===== src/rtl/multi_btn_debouncer.sv =====
// Multi-channel button debouncer: 2-FF synchronisers, saturating stability counters, press/release strobes.
// Optional auto-repeat on held buttons is enabled by defining BTN_FILTER_REPEAT_EN.
module multi_btn_debouncer #(
  parameter int CHANNELS        = 4,
  parameter int DEBOUNCE_CYCLES = 10000,
  parameter bit ACTIVE_LOW      = 1'b0,
  parameter int REPEAT_DELAY    = 500000,
  parameter int REPEAT_PERIOD   = 100000
) (
  input  logic                clockSource,
  input  logic                resetN,
  input  logic [CHANNELS-1:0] rawButtons,
  output logic [CHANNELS-1:0] currentState,
  output logic [CHANNELS-1:0] pressPulse,
  output logic [CHANNELS-1:0] releasePulse,
  output logic                anyPressed
);

  localparam int CNT_W = (DEBOUNCE_CYCLES > 1) ? $clog2(DEBOUNCE_CYCLES) : 1;
  localparam logic [CNT_W-1:0] CNT_LAST = CNT_W'(DEBOUNCE_CYCLES - 1);

  if (CHANNELS < 1 || DEBOUNCE_CYCLES < 1 || REPEAT_DELAY < 1 || REPEAT_PERIOD < 1) begin : g_bad_cfg
    $error("multi_btn_debouncer: all parameters must be >= 1");
  end

  logic [CHANNELS-1:0] btn_in;
  logic [CHANNELS-1:0] sync_meta;
  logic [CHANNELS-1:0] sync_btn;
  logic [CHANNELS-1:0] state_nxt;
  logic [CHANNELS-1:0] repeat_fire;
  logic [CNT_W-1:0]    cnt_q   [CHANNELS];
  logic [CNT_W-1:0]    cnt_nxt [CHANNELS];

  assign btn_in = rawButtons ^ {CHANNELS{ACTIVE_LOW}};

  always_comb begin
    // NOTE: every output of this block gets a default first so no path leaves it unassigned (no latch).
    state_nxt = currentState;
    for (int i = 0; i < CHANNELS; i++) begin
      cnt_nxt[i] = '0;
      if (sync_btn[i] != currentState[i]) begin
        if (cnt_q[i] == CNT_LAST) begin
          state_nxt[i] = ~currentState[i];
        end else begin
          cnt_nxt[i] = cnt_q[i] + 1'b1;
        end
      end
    end
  end

  always_ff @(posedge clockSource or negedge resetN) begin
    if (!resetN) begin
      sync_meta    <= '0;
      sync_btn     <= '0;
      currentState <= '0;
      pressPulse   <= '0;
      releasePulse <= '0;
      anyPressed   <= 1'b0;
      // NOTE: the counter array is reset element by element; a stale count would shorten the first debounce.
      for (int i = 0; i < CHANNELS; i++) cnt_q[i] <= '0;
    end else begin
      // NOTE: non-blocking assignments so every register samples the pre-edge values of the others.
      sync_meta    <= btn_in;
      sync_btn     <= sync_meta;
      currentState <= state_nxt;
      pressPulse   <= (state_nxt & ~currentState) | repeat_fire;
      releasePulse <= ~state_nxt & currentState;
      anyPressed   <= |state_nxt;
      for (int i = 0; i < CHANNELS; i++) cnt_q[i] <= cnt_nxt[i];
    end
  end

`ifdef BTN_FILTER_REPEAT_EN
  localparam int HOLD_MAX = (REPEAT_DELAY > REPEAT_PERIOD) ? REPEAT_DELAY : REPEAT_PERIOD;
  localparam int HOLD_W   = $clog2(HOLD_MAX + 1);
  localparam logic [HOLD_W-1:0] HOLD_DELAY  = HOLD_W'(REPEAT_DELAY);
  localparam logic [HOLD_W-1:0] HOLD_PERIOD = HOLD_W'(REPEAT_PERIOD);
  localparam logic [HOLD_W-1:0] HOLD_SAT    = HOLD_W'(HOLD_MAX);

  logic [HOLD_W-1:0]   hold_q   [CHANNELS];
  logic [HOLD_W-1:0]   hold_nxt [CHANNELS];
  logic [CHANNELS-1:0] rep_q;
  logic [CHANNELS-1:0] rep_nxt;

  // The first target is REPEAT_DELAY held cycles, later ones REPEAT_PERIOD; a release edge never fires.
  always_comb begin
    repeat_fire = '0;
    rep_nxt     = rep_q;
    for (int i = 0; i < CHANNELS; i++) begin
      hold_nxt[i] = hold_q[i];
      if (!(currentState[i] && state_nxt[i])) begin
        hold_nxt[i] = '0;
        rep_nxt[i]  = 1'b0;
      end else if (hold_q[i] == (rep_q[i] ? HOLD_PERIOD : HOLD_DELAY)) begin
        repeat_fire[i] = 1'b1;
        hold_nxt[i]    = HOLD_W'(1);
        rep_nxt[i]     = 1'b1;
      end else if (hold_q[i] < HOLD_SAT) begin
        hold_nxt[i] = hold_q[i] + 1'b1;
      end
    end
  end

  always_ff @(posedge clockSource or negedge resetN) begin
    if (!resetN) begin
      rep_q <= '0;
      for (int i = 0; i < CHANNELS; i++) hold_q[i] <= '0;
    end else begin
      rep_q <= rep_nxt;
      for (int i = 0; i < CHANNELS; i++) hold_q[i] <= hold_nxt[i];
    end
  end
`else
  assign repeat_fire = '0;
`endif

endmodule


===== config.mk =====
export PLATFORM = sky130hd
export DESIGN_NAME = multi_btn_debouncer
export DESIGN_NICKNAME = d
export VERILOG_FILES = /design/src/rtl/multi_btn_debouncer.sv
export SDC_FILE = /design/constraint.sdc
export NUM_CORES = 1
export LEC_CHECK = 0
export ABC_AREA = 1
export CAP_MARGIN = 25
export CORE_UTILIZATION = 30
export DETAILED_ROUTE_END_ITERATION = 8
export HOLD_SLACK_MARGIN = 0.1
export PLACE_DENSITY = 0.56
export SETUP_SLACK_MARGIN = 0.15
export SKIP_CTS_REPAIR_TIMING = 1
export SLEW_MARGIN = 40
export SYNTH_ARGS = -nofsm -noshare
export SYNTH_HDL_FRONTEND = slang
export SYNTH_SLANG_ARGS = --single-unit

===== constraint.sdc =====
create_clock -name clockSource -period 1.7 [get_ports clockSource]
set_input_delay 0.425 -clock clockSource [delete_from_list [all_inputs] [get_ports clockSource]]
set_output_delay 0.425 -clock clockSource [all_outputs]
set_load 0.005 [all_outputs]

== Word-level counts from Yosys, hierarchy flattened ==
Index checks and enable logic that the tools add are counted.
Word-level totals
  register bits after elaboration: 77
  bits of input ports: 6
  output and inout port bits: 13
  logic and storage cells: 47
Operators by class
  $add $sub $neg: 4
  eq/ne operators: 8
  multiplexer cells: 16
  bitwise operators: 8
  reductions and logical operators: 1
Operators by type and width (number)
  $mux W14: 8
  $add A14 B1 Y14 const B: 4
  $eq A14 B14 Y1 const B: 4
  $and A4 B4 Y4: 2
  $mux W1: 8
  $not A4 Y4: 2
  $ne A1 B1 Y1: 4
  $not A1 Y1: 4
  $reduce_or A4 Y1: 1

== Logic depth before layout (Yosys ltp) ==
Gate-level depths: netlist (run 1).
  depth after elaboration: 5
  gate-level depth with buffers: 9

== Worst setup path before layout (run 1) ==
OpenSTA, ideal clock, no wires.
  path kind: reg-to-reg
  from: register cnt_q[14] (netlist name)
  to: register cnt_q[22] (netlist name)
  library setup time: 0.118 ns
  data arrival time: 1.164 ns
  required time: 1.582 ns
  setup slack: 0.418 ns
  cell stages (with the launch flop): 7
  path buffers: 0
  path through: dfrtp_1 ha_1 nand3_2 nor3b_1 nand2_1 nand2_2 nor2_1
RTL lines
  start: declaration: line 31  | logic [CNT_W-1:0] cnt_q [CHANNELS];

== Worst setup path in the final report (run 1) ==
  from: register cnt_q[28] (netlist name)
  to: register anyPressed
On the way
  longest elaborated chain between the ends: 4
Ends and longest elaborated chain
  $eq A14 B14 Y1: line 42  | if (cnt_q[i] == CNT_LAST) begin
  $mux W1: line 42
  $mux W1: line 41  | if (sync_btn[i] != currentState[i]) begin
  net state_nxt[1]: line 29  | logic [CHANNELS-1:0] state_nxt;
  $reduce_or A4 Y1: line 68  | anyPressed <= |state_nxt;
  end signal: assignment: line 68
  end: declaration: line 16  | output logic anyPressed
The timed path passes the listed nets, and every way through them passes these cells.

==> metrics.yaml, run 1 <==
hold_path_end: "sync_btn[0]$_DFF_PN0_"
period_minus_slack_ns: 1.434
cts.sinks: 77
remaining_drc_errors: 0
synth-seq-cells: 77
coreArea_sq_um: 12160
maxCapViolCount: 0
post-route-period-util: 0.8435
required_ns: 1.91
yosysUniqueCellTypes: 28
postPlaceCellArea_sq_um: 4239
cts_root_buffer: "clkbuf_16"
worstSetupPathType: "flop to flop"
dieArea_sq_um: 13100
start_kind: "flop"
start_util: 0.3119
area_delta_synth_final_pct: 21.21
port_buffers: 18
r2r_cells: 8
fin_nets: 502
cts_tree: "yes"
grt_pass1_wl_microns: 12940
yosysWarnings: 0
ios: 19
leakage_nw: 2.269
grt_max_degree: 35
ant_nets: 0
insertedDiodeCount: 0
antenna_found_initial: 0
fmax_ghz: 0.6974
timing.rr.end: "anyPressed$_DFF_PN0_"
cts.clk_slew.worst_paths_ns: 0.06
setup_viol: 0
clock_skew_ns: 0.007383
gp_congestion: 0.8166
drtIter0Drc: 88
reg2reg_slack_ns: 0.27
cts_inserted_buffers: 9
vias: 2921
wl_per_cell_microns: 11.25
p_per_area_nw_per_um2: 817.8
yosysSeqAreaShare: 0.5079
power_mw: 3.760
ir_drop_mv: 0.4376
relSlewSlack: 0.7980
min_path_cells: 0
postSynthAreaPerCell_sq_um: 8.449
stdcell_area_sq_um: 4598
fp-row-count: 40
instances_no_fill: 661
pre_cts_slack_ns: 0.2047
layout_setup_ws_ns: 0.2660
clk_latency_ns: 0.33
drt-vias-per-instance: 4.419
finalWirelength_microns: 7439
hpwl_microns: 5511
htree_num_levels: 3
grt_use_total: 0.1252
critPathMaxFanout: 4
die_x_microns: 114.5
finalHoldWorstSlack_ns: 0.3451
grt.overflow.total: 0
firstDrtPassIters: 4
r2r_start: "cnt_q[28]$_DFF_PN0_"
n_fill_cell: 1227
netlist_area_sq_um: 3794
hold_viol: 0
slew_viol_final: 0
layout-drive-gt1-share: 0.1359
hp-class: "flop to flop"
rsz0062_at_grt: "no"
worstMarginPinSlew_ns: 0.3020
end_kind: "flop"
dp_cells: 641
status: "completed"
die_y_microns: 114.5
syn_nets: 462
clockBufferDepth: 2
grt_pass1_vias: 2842
synth_cells: 449
hold_start: "sync_meta[0]$_DFF_PN0_"
cp.arrival_ns: 1.64
==> state kept, by name (all words and copies together) (netlist names) <==
signal / count
sync_meta: 4
pressPulse: 4
currentState: 4
anyPressed: 1
releasePulse: 4
sync_btn: 4
cnt_q: 56
==> metal layers <==
metal,global-route usage,vias to the layer above,part of all wire
met5,0,-,0
met4,0.03636,0,0.0090
met3,0.03547,6,0.024
met2,0.2028,28,0.46
met1,0.1629,1390,0.51
li1,-,1497,-
==> cells in the final DEF, fill, tap and decap left out, types with 3 or more instances in the layout <==
cell type / Yosys / routed
nor2_4: 4 / 4
clkbuf_1: 0 / 3
dfrtp_1: 77 / 76
nand2_2: 11 / 11
nand3_2: 7 / 7
a31oi_1: 3 / 3
o21ai_1: 4 / 4
clkdlybuf4s50_1: 0 / 4
a21oi_1: 6 / 6
nand2_4: 2 / 4
dlymetal6s2s_1: 0 / 13
inv_2: 3 / 3
nand3_1: 28 / 28
nor2_2: 5 / 6
nor3_1: 17 / 17
xnor2_1: 8 / 8
inv_1: 45 / 45
nand4_1: 6 / 6
buf_4: 0 / 10
nor2_1: 110 / 109
ha_1: 7 / 6
clkbuf_16: 0 / 9
xor2_1: 15 / 15
nand2_1: 76 / 74
==> stage by stage <==
| step | TNS (ns) | utilization |
|---|---|---|
| CTS | -0.08877 | 0.3700 |
| global route | 0 | 0.3781 |
| finish | 0 | 0.3781 |
| floorplan | 0 | - |
| detailed placement | 0 | 0.3486 |
| global placement | 0 | 0.3486 |
==> logic make-up (layout without fill, tap and decap cells) <==
logic type / after synthesis / in the layout / synth area share
and+or+nand+nor: 279 / 279 / 0.3476
DFF: 77 / 77 / 0.5079
buffers and inverters: 48 / 92 / 0.04749
xor gates and xnor gates: 23 / 23 / 0.05310
AOI/OAI and AO/OA: 15 / 15 / 0.02078
adders and majority gates: 7 / 7 / 0.02309
==> final cells by class <==
| type | instances | area, sq um | share of cell area |
|---|---|---|---|
| timing repair buffer | 29 | 307.8 | 0.06694 |
| inverter | 48 | 180.2 | 0.03918 |
| clock buffer | 13 | 250.2 | 0.05442 |
| clock inverter | 2 | 10.01 | 0.002177 |
| multi-input combinational | 324 | 1712 | 0.3722 |
| tap | 168 | 210.2 | 0.04571 |
| sequential | 77 | 1928 | 0.4193 |
==> critical path, cell delays in order, from the launching register on <==
cell and delay, ns:
dfrtp_1 0.41, ha_1 0.23, nand3_2 0.14, nor2_1 0.16, nand2_1 0.09, nand2_1 0.06
nand2_1 0.07, nor2_1 0.10, nand2_1 0.06
==> cells in the mapped netlist <==
master    number  area share
a21oi_1        6      0.0079
a31oi_1        3      0.0049
and2_4         1      0.0023
dfrtp_1       77        0.51
ha_1           7       0.023
inv_1         45       0.045
inv_2          3      0.0030
nand2_1       76       0.075
nand2_2       11       0.018
nand2_4        2      0.0059
nand2b_1       2      0.0033
nand3_1       28       0.037
nand3_2        7       0.018
nand3b_1       2      0.0040
nand4_1        6      0.0099
nor2_1       110        0.11
nor2_2         5      0.0082
nor2_4         4       0.012
nor3_1        17       0.022
nor3_2         1      0.0026
nor3_4         2      0.0086
nor3b_1        3      0.0059
nor3b_2        1      0.0033
o21ai_0        2      0.0026
o21ai_1        4      0.0053
or2_2          1      0.0017
xnor2_1        8       0.018
xor2_1        15       0.035
==> report_power, final <==
part	total (mW)	switching, mW	internal (mW)
clock	1.70	0.687	1.02
combinational	0.159	0.0970	0.0616
sequential	1.90	0.0324	1.87
==> worst max-delay path by stage <==
| stage | cells after the start | startpoint | to | slack, ns |
|---|---|---|---|---|
| global route | 8 | cnt_q[15]$_DFF_PN0_ | anyPressed$_DFF_PN0_ | 0.14 |
| finish | 8 | cnt_q[28]$_DFF_PN0_ | anyPressed$_DFF_PN0_ | 0.27 |
| floorplan | 6 | cnt_q[14]$_DFF_PN0_ | cnt_q[22]$_DFF_PN0_ | 0.42 |
| global placement | 8 | cnt_q[42]$_DFF_PN0_ | anyPressed$_DFF_PN0_ | 0.26 |
| CTS | 1 | currentState[1]$_DFF_PN0_ | currentState[1] | -0.03 |
| detailed placement | 6 | cnt_q[28]$_DFF_PN0_ | cnt_q[38]$_DFF_PN0_ | 0.20 |
(Power assumes the default switching activity.)
==> run 2, diff against run 1 <==
--- a/config.mk
+++ b/config.mk
@@ -10,7 +10,7 @@
 export CORE_UTILIZATION = 30
 export DETAILED_ROUTE_END_ITERATION = 8
 export HOLD_SLACK_MARGIN = 0.1
-export PLACE_DENSITY = 0.56
+export PLACE_DENSITY = 0.57
 export SETUP_SLACK_MARGIN = 0.15
 export SKIP_CTS_REPAIR_TIMING = 1
 export SLEW_MARGIN = 40
==> constraint.sdc (replaced) <==
create_clock -name clockSource -period 1.3 [get_ports clockSource]
set_input_delay 0.325 -clock clockSource [delete_from_list [all_inputs] [get_ports clockSource]]
set_output_delay 0.325 -clock clockSource [all_outputs]
set_load 0.005 [all_outputs]
==> metrics.yaml, run 2 (synthesis gave the netlist of run 1 again) <==
cts_root_buffer: "clkbuf_16"
maxCapViolCount: 0  # unchanged
cpMaxStageDelayCell: "dfrtp_1"
largest_reg_flops: 56  # unchanged
dr_wl_met3_microns: 211  # +17%
ant_nets: 0  # unchanged
status: "finished with violations"
r2r_cells: 6  # -2
hold_start: "sync_meta[0]$_DFF_PN0_"
layout-drive-gt1-share: 0.4507  # +0.3147
grt_max_degree: 32  # -8.6%
fin_nets: 545  # +8.6%
cts_inserted_buffers: 9  # unchanged
htree_num_levels: 3  # unchanged
path_cells: "ha_4, nand3_4, nor3b_2, nand2_2, nand2_4, nor3_2"
cp.arrival_ns: 1.58  # -0.06 ns
vias: 3108  # +6.4%
die_y_microns: 114.5  # unchanged
wl_per_cell_microns: 11.89  # +5.6%
p_per_area_nw_per_um2: 997.0  # +22%
end_kind: "flop"
cts.sinks: 77  # unchanged
fp-row-count: 40  # unchanged
ir_drop_mv: 0.5827  # +33%
cpPeakStageDelay_ns: 0.41  # about the same
leakage_nw: 2.415  # +6.4%
r2r_start: "cnt_q[29]$_DFF_PN0_"
drtIter0Drc: 136  # +55%
gp_congestion: 0.8422  # +3.1%
final_cell_mix: "71 x nor2_1, 70 x dfrtp_1, 59 x nand2_1, 36 x inv_1, 36 x nor2_2"
ios: 19  # unchanged
power_mw: 5.569  # +48%
mostFrequentLayoutCell: "nor2_1"
pre_cts_slack_ns: -0.04370  # -0.2484 ns
hpwl_microns: 5598  # +1.6%
finalHoldWorstSlack_ns: 0.3513  # +0.006266 ns
critPathMaxFanout: 6  # +2
fmax_ghz: 0.7378  # +5.8%
timing.rr.end: "cnt_q[38]$_DFF_PN0_"
remaining_drc_errors: 0  # unchanged
hp-class: "flop to flop"
fin_tns_setup_ns: -0.4146  # -0.4146 ns
utilization: 0.4593  # +0.08117
area_delta_synth_final_pct: 47.23
hold_path_end: "sync_btn[0]$_DFF_PN0_"
met2WireLength_microns: 4163  # +21%
hold_viol: 0  # unchanged
clock_skew_ns: 0.008087  # +0.0007040 ns
drt-vias-per-instance: 4.409  # -0.24%
worstSetupPathType: "flop to flop"
regMostFlops: "cnt_q"
slew_viol_final: 0  # unchanged
insertedDiodeCount: 0  # unchanged
min_path_cells: 0  # unchanged
cts.clk_slew.worst_paths_ns: 0.06  # about the same
violations: "negative setup slack"
start_util: 0.3119  # unchanged
clockBufferDepth: 2  # unchanged
coreArea_sq_um: 12160  # unchanged
antenna_found_initial: 0  # unchanged
setup_viol: 16  # +16
reg2reg_slack_ns: -0.06  # -0.32 ns
firstDrtPassIters: 6  # +2
routed.top_layer: "met4"
start_kind: "flop"
cts_tree: "yes"
relSlewSlack: 0.8015  # +0.003546
finalWirelength_microns: 8379  # +13%
dieArea_sq_um: 13100  # unchanged
required_ns: 1.52  # -0.39 ns
grt.overflow.total: 0  # unchanged
die_x_microns: 114.5  # unchanged
rsz0062_at_grt: "yes"
period_minus_slack_ns: 1.355  # -0.07862 ns
n_fill_cell: 1127  # -8.1%
grt_pass1_wl_microns: 13820  # +6.8%
layout_setup_ws_ns: -0.05534  # -0.3214 ns
post-route-period-util: 1.043  # +0.1991
clk_latency_ns: 0.34  # about the same
worstMarginPinSlew_ns: 0.2978  # -0.004203 ns
port_buffers: 18  # unchanged
wl_met1_microns: 3819  # +1.5%
grt_pass1_vias: 3071  # +8.1%
grt_use_total: 0.1335  # +0.008255
==> run 2: changes by cell type in the layout (fill, tap and decap cells not counted), moves of 17 or more <==
cell     before  now
nand3_1      28   11
buf_6         0   17
nor2_1      109   71
nor2_2        6   36
buf_4        10   35
==> run 2: stage by stage <==
step	area, sq um	std cells
after global routing	5585	705
after global placement	4544	666
after floorplan	3899	449
after CTS	4867	682
after detailed placement	4544	666
final	5585	705
==> run 2: routing by layer <==
layer | up-vias | global-route usage
met5 | - | 0
met4 | 0 | 0.06061
met3 | 15 | 0.02541
met2 | 37 | 0.2081
met1 | 1470 | 0.1799
li1 | 1586 | -
==> run 2: final cells by class <==
class                           instances  area (sq um)  share of cell area
Multi-Input combinational cell        324          2312              0.4140
Sequential cell                        77          1936              0.3466
Clock inverter                          7         97.59             0.01747
Clock buffer                            9         225.2             0.04032
Timing Repair Buffer                   72         616.8              0.1104
Inverter                               48         187.7             0.03360
Tap cell                              168         210.2             0.03763
==> run 2: power breakdown <==
group / leakage (nW) / switching [mW] / internal, mW
combinational: 1.23 / 0.181 / 0.164
clock: 0.152 / 1.04 / 1.69
sequential: 1.04 / 0.0591 / 2.44
==> run 2: worst max path at each step <==
stage,cells after the start,slack (ns),start,to
after detailed placement,8,-0.04,cnt_q[43]$_DFF_PN0_,anyPressed$_DFF_PN0_
after global routing,9,-0.17,cnt_q[43]$_DFF_PN0_,cnt_q[54]$_DFF_PN0_
after global placement,8,-0.04,cnt_q[43]$_DFF_PN0_,anyPressed$_DFF_PN0_
after CTS,1,-0.30,currentState[3]$_DFF_PN0_,currentState[3]
final,6,-0.06,cnt_q[29]$_DFF_PN0_,cnt_q[38]$_DFF_PN0_
after floorplan,6,0.05,cnt_q[28]$_DFF_PN0_,cnt_q[40]$_DFF_PN0_
==> run 2: critical path, delay by kind of cell, from the launching register on <==
kind / cells / cell delay (ns)
simple gates: 5 / 0.66
flops: 1 / 0.41
fa+ha+maj: 1 / 0.17
